### src/rtl/q16_dot_accum_if.sv
// Handshake bundle for the Q16.16 dot-product accumulator: product stream in, result stream out.
interface q16_dot_accum_if;
  logic        in_valid;
  logic        in_ready;
  logic [31:0] in_data;
  logic        out_valid;
  logic        out_ready;
  logic [31:0] out_data;
  logic        out_sat;

  // Producer/consumer side
  modport master (
    output in_valid, in_data, out_ready,
    input  in_ready, out_valid, out_data, out_sat
  );

  // Accumulator side
  modport slave (
    input  in_valid, in_data, out_ready,
    output in_ready, out_valid, out_data, out_sat
  );
endinterface

### src/rtl/q16_dot_accum.sv
// Sums VEC_LEN signed Q16.16 products with per-step saturation and a sticky saturation flag.
module q16_dot_accum #(
  parameter int unsigned VEC_LEN = 8,
  parameter int unsigned CNT_W   = 16
) (
  input logic             clk,
  input logic             rst,
  q16_dot_accum_if.slave  bus
);

  localparam int unsigned DATA_W = 32;

  typedef enum logic {
    ST_ACCUM = 1'b0,
    ST_HOLD  = 1'b1
  } state_e;

  state_e              state_q, state_d;
  logic [DATA_W-1:0]   acc_q, acc_d;
  logic [DATA_W-1:0]   out_data_q, out_data_d;
  logic [CNT_W-1:0]    cnt_q, cnt_d;
  logic                sat_q, sat_d;
  logic                out_sat_q, out_sat_d;
  logic                in_ready_q, in_ready_d;
  logic                out_valid_q, out_valid_d;

  logic                accept;
  logic                xfer;
  logic                last_elem;
  logic [DATA_W:0]     sum_ext;
  logic                ovf;
  logic [DATA_W-1:0]   sum_sat;

  assign accept    = bus.in_valid && in_ready_q;
  assign xfer      = out_valid_q && bus.out_ready;
  assign last_elem = (cnt_q == CNT_W'(VEC_LEN - 1));

  // Signed overflow shows up as the two top bits of the sign-extended sum disagreeing
  assign sum_ext = {acc_q[DATA_W-1], acc_q} + {bus.in_data[DATA_W-1], bus.in_data};
  assign ovf     = sum_ext[DATA_W] ^ sum_ext[DATA_W-1];
  assign sum_sat = ovf ? (acc_q[DATA_W-1] ? 32'h8000_0000 : 32'h7FFF_FFFF)
                       : sum_ext[DATA_W-1:0];

  // State and registered outputs
  always_ff @(posedge clk) begin
    if (rst) begin
      state_q     <= ST_ACCUM;
      acc_q       <= '0;
      cnt_q       <= '0;
      sat_q       <= 1'b0;
      out_data_q  <= '0;
      out_sat_q   <= 1'b0;
      in_ready_q  <= 1'b1;
      out_valid_q <= 1'b0;
    end else begin
      state_q     <= state_d;
      acc_q       <= acc_d;
      cnt_q       <= cnt_d;
      sat_q       <= sat_d;
      out_data_q  <= out_data_d;
      out_sat_q   <= out_sat_d;
      in_ready_q  <= in_ready_d;
      out_valid_q <= out_valid_d;
    end
  end

  // Next-state logic
  always_comb begin
    state_d = state_q;
    unique case (state_q)
      ST_ACCUM: if (accept && last_elem) state_d = ST_HOLD;
      ST_HOLD:  if (xfer)                state_d = ST_ACCUM;
      default:                           state_d = ST_ACCUM;
    endcase
  end

  // Handshake flags follow the upcoming state so they leave the flops with no input path
  always_comb begin
    in_ready_d  = 1'b0;
    out_valid_d = 1'b0;
    unique case (state_d)
      ST_ACCUM: in_ready_d  = 1'b1;
      ST_HOLD:  out_valid_d = 1'b1;
      default:  in_ready_d  = 1'b1;
    endcase
  end

  // Accumulator datapath
  always_comb begin
    acc_d      = acc_q;
    cnt_d      = cnt_q;
    sat_d      = sat_q;
    out_data_d = out_data_q;
    out_sat_d  = out_sat_q;
    if (accept) begin
      acc_d = sum_sat;
      cnt_d = cnt_q + CNT_W'(1);
      sat_d = sat_q | ovf;
      if (last_elem) begin
        out_data_d = sum_sat;
        out_sat_d  = sat_q | ovf;
      end
    end
    if (xfer) begin
      acc_d = '0;
      cnt_d = '0;
      sat_d = 1'b0;
    end
  end

  assign bus.in_ready  = in_ready_q;
  assign bus.out_valid = out_valid_q;
  assign bus.out_data  = out_data_q;
  assign bus.out_sat   = out_sat_q;

endmodule

### src/flat_wrapper.sv
// flat-port wrapper written by rule: the top's interface ports become plain ports
module q16_dot_accum_flat 
#(
  parameter int unsigned VEC_LEN = 8,
  parameter int unsigned CNT_W   = 16
)
  (clk, rst, bus_in_valid, bus_in_data, bus_out_ready, bus_in_ready, bus_out_valid, bus_out_data, bus_out_sat);
  q16_dot_accum_if bus_i ();
  input logic clk;
  input logic rst;
  input wire logic [$bits(bus_i.in_valid)-1:0] bus_in_valid;
  input wire logic [$bits(bus_i.in_data)-1:0] bus_in_data;
  input wire logic [$bits(bus_i.out_ready)-1:0] bus_out_ready;
  output wire logic [$bits(bus_i.in_ready)-1:0] bus_in_ready;
  output wire logic [$bits(bus_i.out_valid)-1:0] bus_out_valid;
  output wire logic [$bits(bus_i.out_data)-1:0] bus_out_data;
  output wire logic [$bits(bus_i.out_sat)-1:0] bus_out_sat;
  assign bus_i.in_valid = bus_in_valid;
  assign bus_i.in_data = bus_in_data;
  assign bus_i.out_ready = bus_out_ready;
  assign bus_in_ready = bus_i.in_ready;
  assign bus_out_valid = bus_i.out_valid;
  assign bus_out_data = bus_i.out_data;
  assign bus_out_sat = bus_i.out_sat;
  q16_dot_accum #(.VEC_LEN(VEC_LEN), .CNT_W(CNT_W)) u_core (.clk(clk), .rst(rst), .bus(bus_i));
endmodule
### config.mk
export PLATFORM = sky130hd
export DESIGN_NAME = q16_dot_accum_flat
export DESIGN_NICKNAME = d
export VERILOG_FILES = /design/src/rtl/q16_dot_accum_if.sv /design/src/rtl/q16_dot_accum.sv /design/src/flat_wrapper.sv
export SDC_FILE = /design/constraint.sdc
export NUM_CORES = 1
export LEC_CHECK = 0
export ABC_AREA = 0
export CORE_MARGIN = 4
export CORE_UTILIZATION = 55
export CTS_BUF_LIST = sky130_fd_sc_hd__clkbuf_16
export DETAILED_ROUTE_END_ITERATION = 12
export GPL_ROUTABILITY_DRIVEN = 0
export GPL_TIMING_DRIVEN = 0
export PLACE_DENSITY = 0.91
export SLEW_MARGIN = 30
export SYNTH_ARGS = -nofsm -noshare
export SYNTH_HDL_FRONTEND = slang
export SYNTH_SLANG_ARGS = --single-unit
export TNS_END_PERCENT = 5
### constraint.sdc
create_clock -name clk -period 3.8 [get_ports clk]
set_input_delay 0.76 -clock clk [delete_from_list [all_inputs] [get_ports clk]]
set_output_delay 0.76 -clock clk [all_outputs]
set_load 0.005 [all_outputs]
==> impl_metrics.tcl <==
set metrics [dict create \
    viasPerCell 6.48 \
    synth_largest_area_cell "dfxtp_1" \
    seq_area_frac_synth_pct 33.7 \
    ys_warn_count 0 \
    syn_inst 605 \
    synth_most_common_cell "dfxtp_1" \
    die_h_um 103 \
    cap_violations 0 \
    drt_pass1_iterations 6 \
    worstPathRequired_ns 4.02 \
    grt_pass1_wl_um 24400 \
    clkSinkCount 84 \
    track_usage_pct 29.3 \
    violations "negative setup slack" \
    setup_violations 26 \
    drc_errors 0 \
    worstSetupPathType "in2reg" \
    htree_levels 3 \
    final_core_util_pct 72.5 \
    synthesis.area_um2 4980 \
    grt_overflow 0 \
    r2r_cells 12 \
    synthArstFlopShare_pct 0 \
    max_freq_mhz 259 \
    clk_path_buf_depth 2 \
    post-route-min-period_ns 3.86 \
    antenna_found_initial 0 \
    drv_slew 0 \
    clk_pin_slew_worst_paths_ns 0.07 \
    setup_ws_ns -0.0592 \
    synth_top_area_share_pct 33.7 \
    io_pins 71 \
    port_buffers 69 \
    clock_skew_ns 0.0106 \
    syn_to_final_growth_pct 27.4 \
    crit_start "bus_in_data[1]" \
    tightest_slew_ns 0.828 \
    hpwlAfterDp_um 10500 \
    fin_nets 767 \
    synth_top_cells_by_count "84 x dfxtp_1, 76 x a21oi_1, 63 x nor2_1, 61 x nand2_1, 52 x o21ai_0" \
    grt_pass1_vias 5203 \
    max_slew_margin_pct 44.8 \
    final_hold_viol_count 0 \
    arrival_ns 4.08 \
    yosys_register_bits 84 \
    syn_nets 675 \
    num_rows 34 \
    leakagePower_nw 2.44 \
    ir_drop_v 0.000294 \
    clk_latency_ns 0.35 \
    drtAntennaViolNets 0 \
    cts_tree "done" \
    antenna_cells 0 \
    post-route-period-util_pct 102 \
    start_kind "input port" \
    setup_tns_ns -0.544 \
    die_x_um 103 \
    synth_ff_type "dfxtp_1" \
    timing.rr.start "u_core.acc_q[11]$_SDFFE_PP0P_" \
    rsz0062_at_grt "true" \
    status "complete, but fails checks" \
    synthTopCellsByArea "dfxtp_1 34%, ha_1 8.3%, a21oi_1 7.6%, o21ai_0 5.2%, a211oi_2 5.0%" \
    worstReg2RegEnd "u_core.acc_q[21]$_SDFFE_PP0P_" \
    drive_above_1_share_pct 12.3 \
    dieArea_um2 10700 \
    cts-root-buf "clkbuf_16" \
    vias 5246 \
    synth-edff-count 0 \
    power_density_nw_per_um2 612 \
    grt_max_degree 16 \
    cts_buffers 9 \
    start_util_pct 56.9 \
    min_path_type "reg2reg" \
    avgSynthCellArea_um2 8.24 \
    r2r_setup_slack_ns 0.51 \
    avgRoutedWirePerCell_um 19.4 \
    wl_um 15700 \
    synth.distinct_cells 58 \
    crit_path_end "u_core.acc_q[21]$_SDFFE_PP0P_" \
    drt_iter0_drc 500 \
    coreArea_um2 8760 \
    crit_fanout 10 \
    cp-end-kind "flip-flop" \
]
## state kept, by name (all words and copies together), names as in the netlist
| register | count |
|---|---|
| u_core.sat_q | 1 |
| u_core.bus.out_sat | 1 |
| u_core.bus.out_data | 32 |
| u_core.acc_q | 32 |
| u_core.cnt_q | 16 |
| u_core.bus.in_ready | 1 |
| u_core.bus.out_valid | 1 |
## kinds of logic (layout without fill, tap and decap cells)
logic type / count (synthesis) / after routing / share of synthesized area [%]
buffers and inverters: 48 / 145 / 4.42
and+or+nand+nor: 177 / 177 / 15.9
muxes: 3 / 3 / 0.602
adders and majority gates: 35 / 35 / 8.89
AOI/OAI and AO/OA: 216 / 216 / 28.7
xor gates and xnor gates: 42 / 42 / 7.76
DFF: 84 / 84 / 33.7
## per-stage QoR
step	total power [mW]	hold slack (ns)	setup slack [ns]	area, um^2	cells
after floorplan	2.27	0.437	0.335	4980	605
after global placement	2.57	0.455	-0.706	5810	782
after detailed placement	2.63	0.466	-0.765	5810	782
after CTS	3.71	0.477	0.0235	6240	806
after global routing	4.08	0.498	-0.0705	6350	810
final	3.89	0.484	-0.0592	6350	810
## per-layer routing
layer,track usage (%),wire length (um),vias to the layer above
li1,-,-,2368
met1,34.7,5900,2428
met2,49.9,7540,366
met3,6.77,1560,84
met4,14.6,701,0
met5,0,0,-
## cell usage in the layout, fill, tap and decap left out, types with 15 or more instances in the layout
cell type / n
clkdlybuf4s50_1: 69
xor2_1: 22
a211oi_2: 23
clkbuf_1: 21
nor2_1: 63
xnor2_1: 18
a21oi_1: 71
dfxtp_1: 84
nand2_1: 61
inv_1: 15
o21ai_0: 51
ha_1: 32
## critical path: stages
cell             delay (ns)
clkdlybuf4s50_1        0.47
ha_1                   0.36
a211oi_1               0.26
o21ai_1                0.23
o31ai_2                0.44
a31oi_2                0.20
a31o_2                 0.28
clkbuf_4               0.20
xor2_4                 0.23
buf_6                  0.15
a21oi_4                0.19
buf_4                  0.23
a21oi_1                0.09
## power breakdown
group	internal, mW	switching [mW]	total (mW)
clock network	0.579	0.381	0.960
registers	0.983	0.0678	1.05
logic	0.721	1.16	1.88
## timing repair
item / in CTS / in global routing
setup endpoints to repair: 60 / 63
hold buffers: 0 / 0
buffers inserted: 8 / 4
resized for setup: 8 / 19
pin swaps: 4 / 6
## layout make-up
cell class | count | area, um^2
multi-input combinational | 473 | 3180
fill | 575 | 2410
sequential | 84 | 1680
timing repair buffer | 81 | 797
clock buffer | 9 | 225
buffer | 33 | 178
tap | 108 | 135
clock inverter | 7 | 97.6
inverter | 15 | 56.3
## worst min path at each step
stage,start,endpoint,slack [ns],cells past startpoint
6_report,u_core.sat_q$_SDFFE_PP0P_,u_core.bus.out_sat$_SDFFE_PP0P_,0.48,2
4_1_cts,u_core.sat_q$_SDFFE_PP0P_,u_core.bus.out_sat$_SDFFE_PP0P_,0.48,2
2_1_floorplan,u_core.sat_q$_SDFFE_PP0P_,u_core.sat_q$_SDFFE_PP0P_,0.44,2
3_3_place_gp,u_core.sat_q$_SDFFE_PP0P_,u_core.sat_q$_SDFFE_PP0P_,0.46,2
3_5_place_dp,u_core.sat_q$_SDFFE_PP0P_,u_core.bus.out_sat$_SDFFE_PP0P_,0.47,2
5_1_grt,u_core.sat_q$_SDFFE_PP0P_,u_core.bus.out_sat$_SDFFE_PP0P_,0.50,2
(Power assumes the default switching activity.)
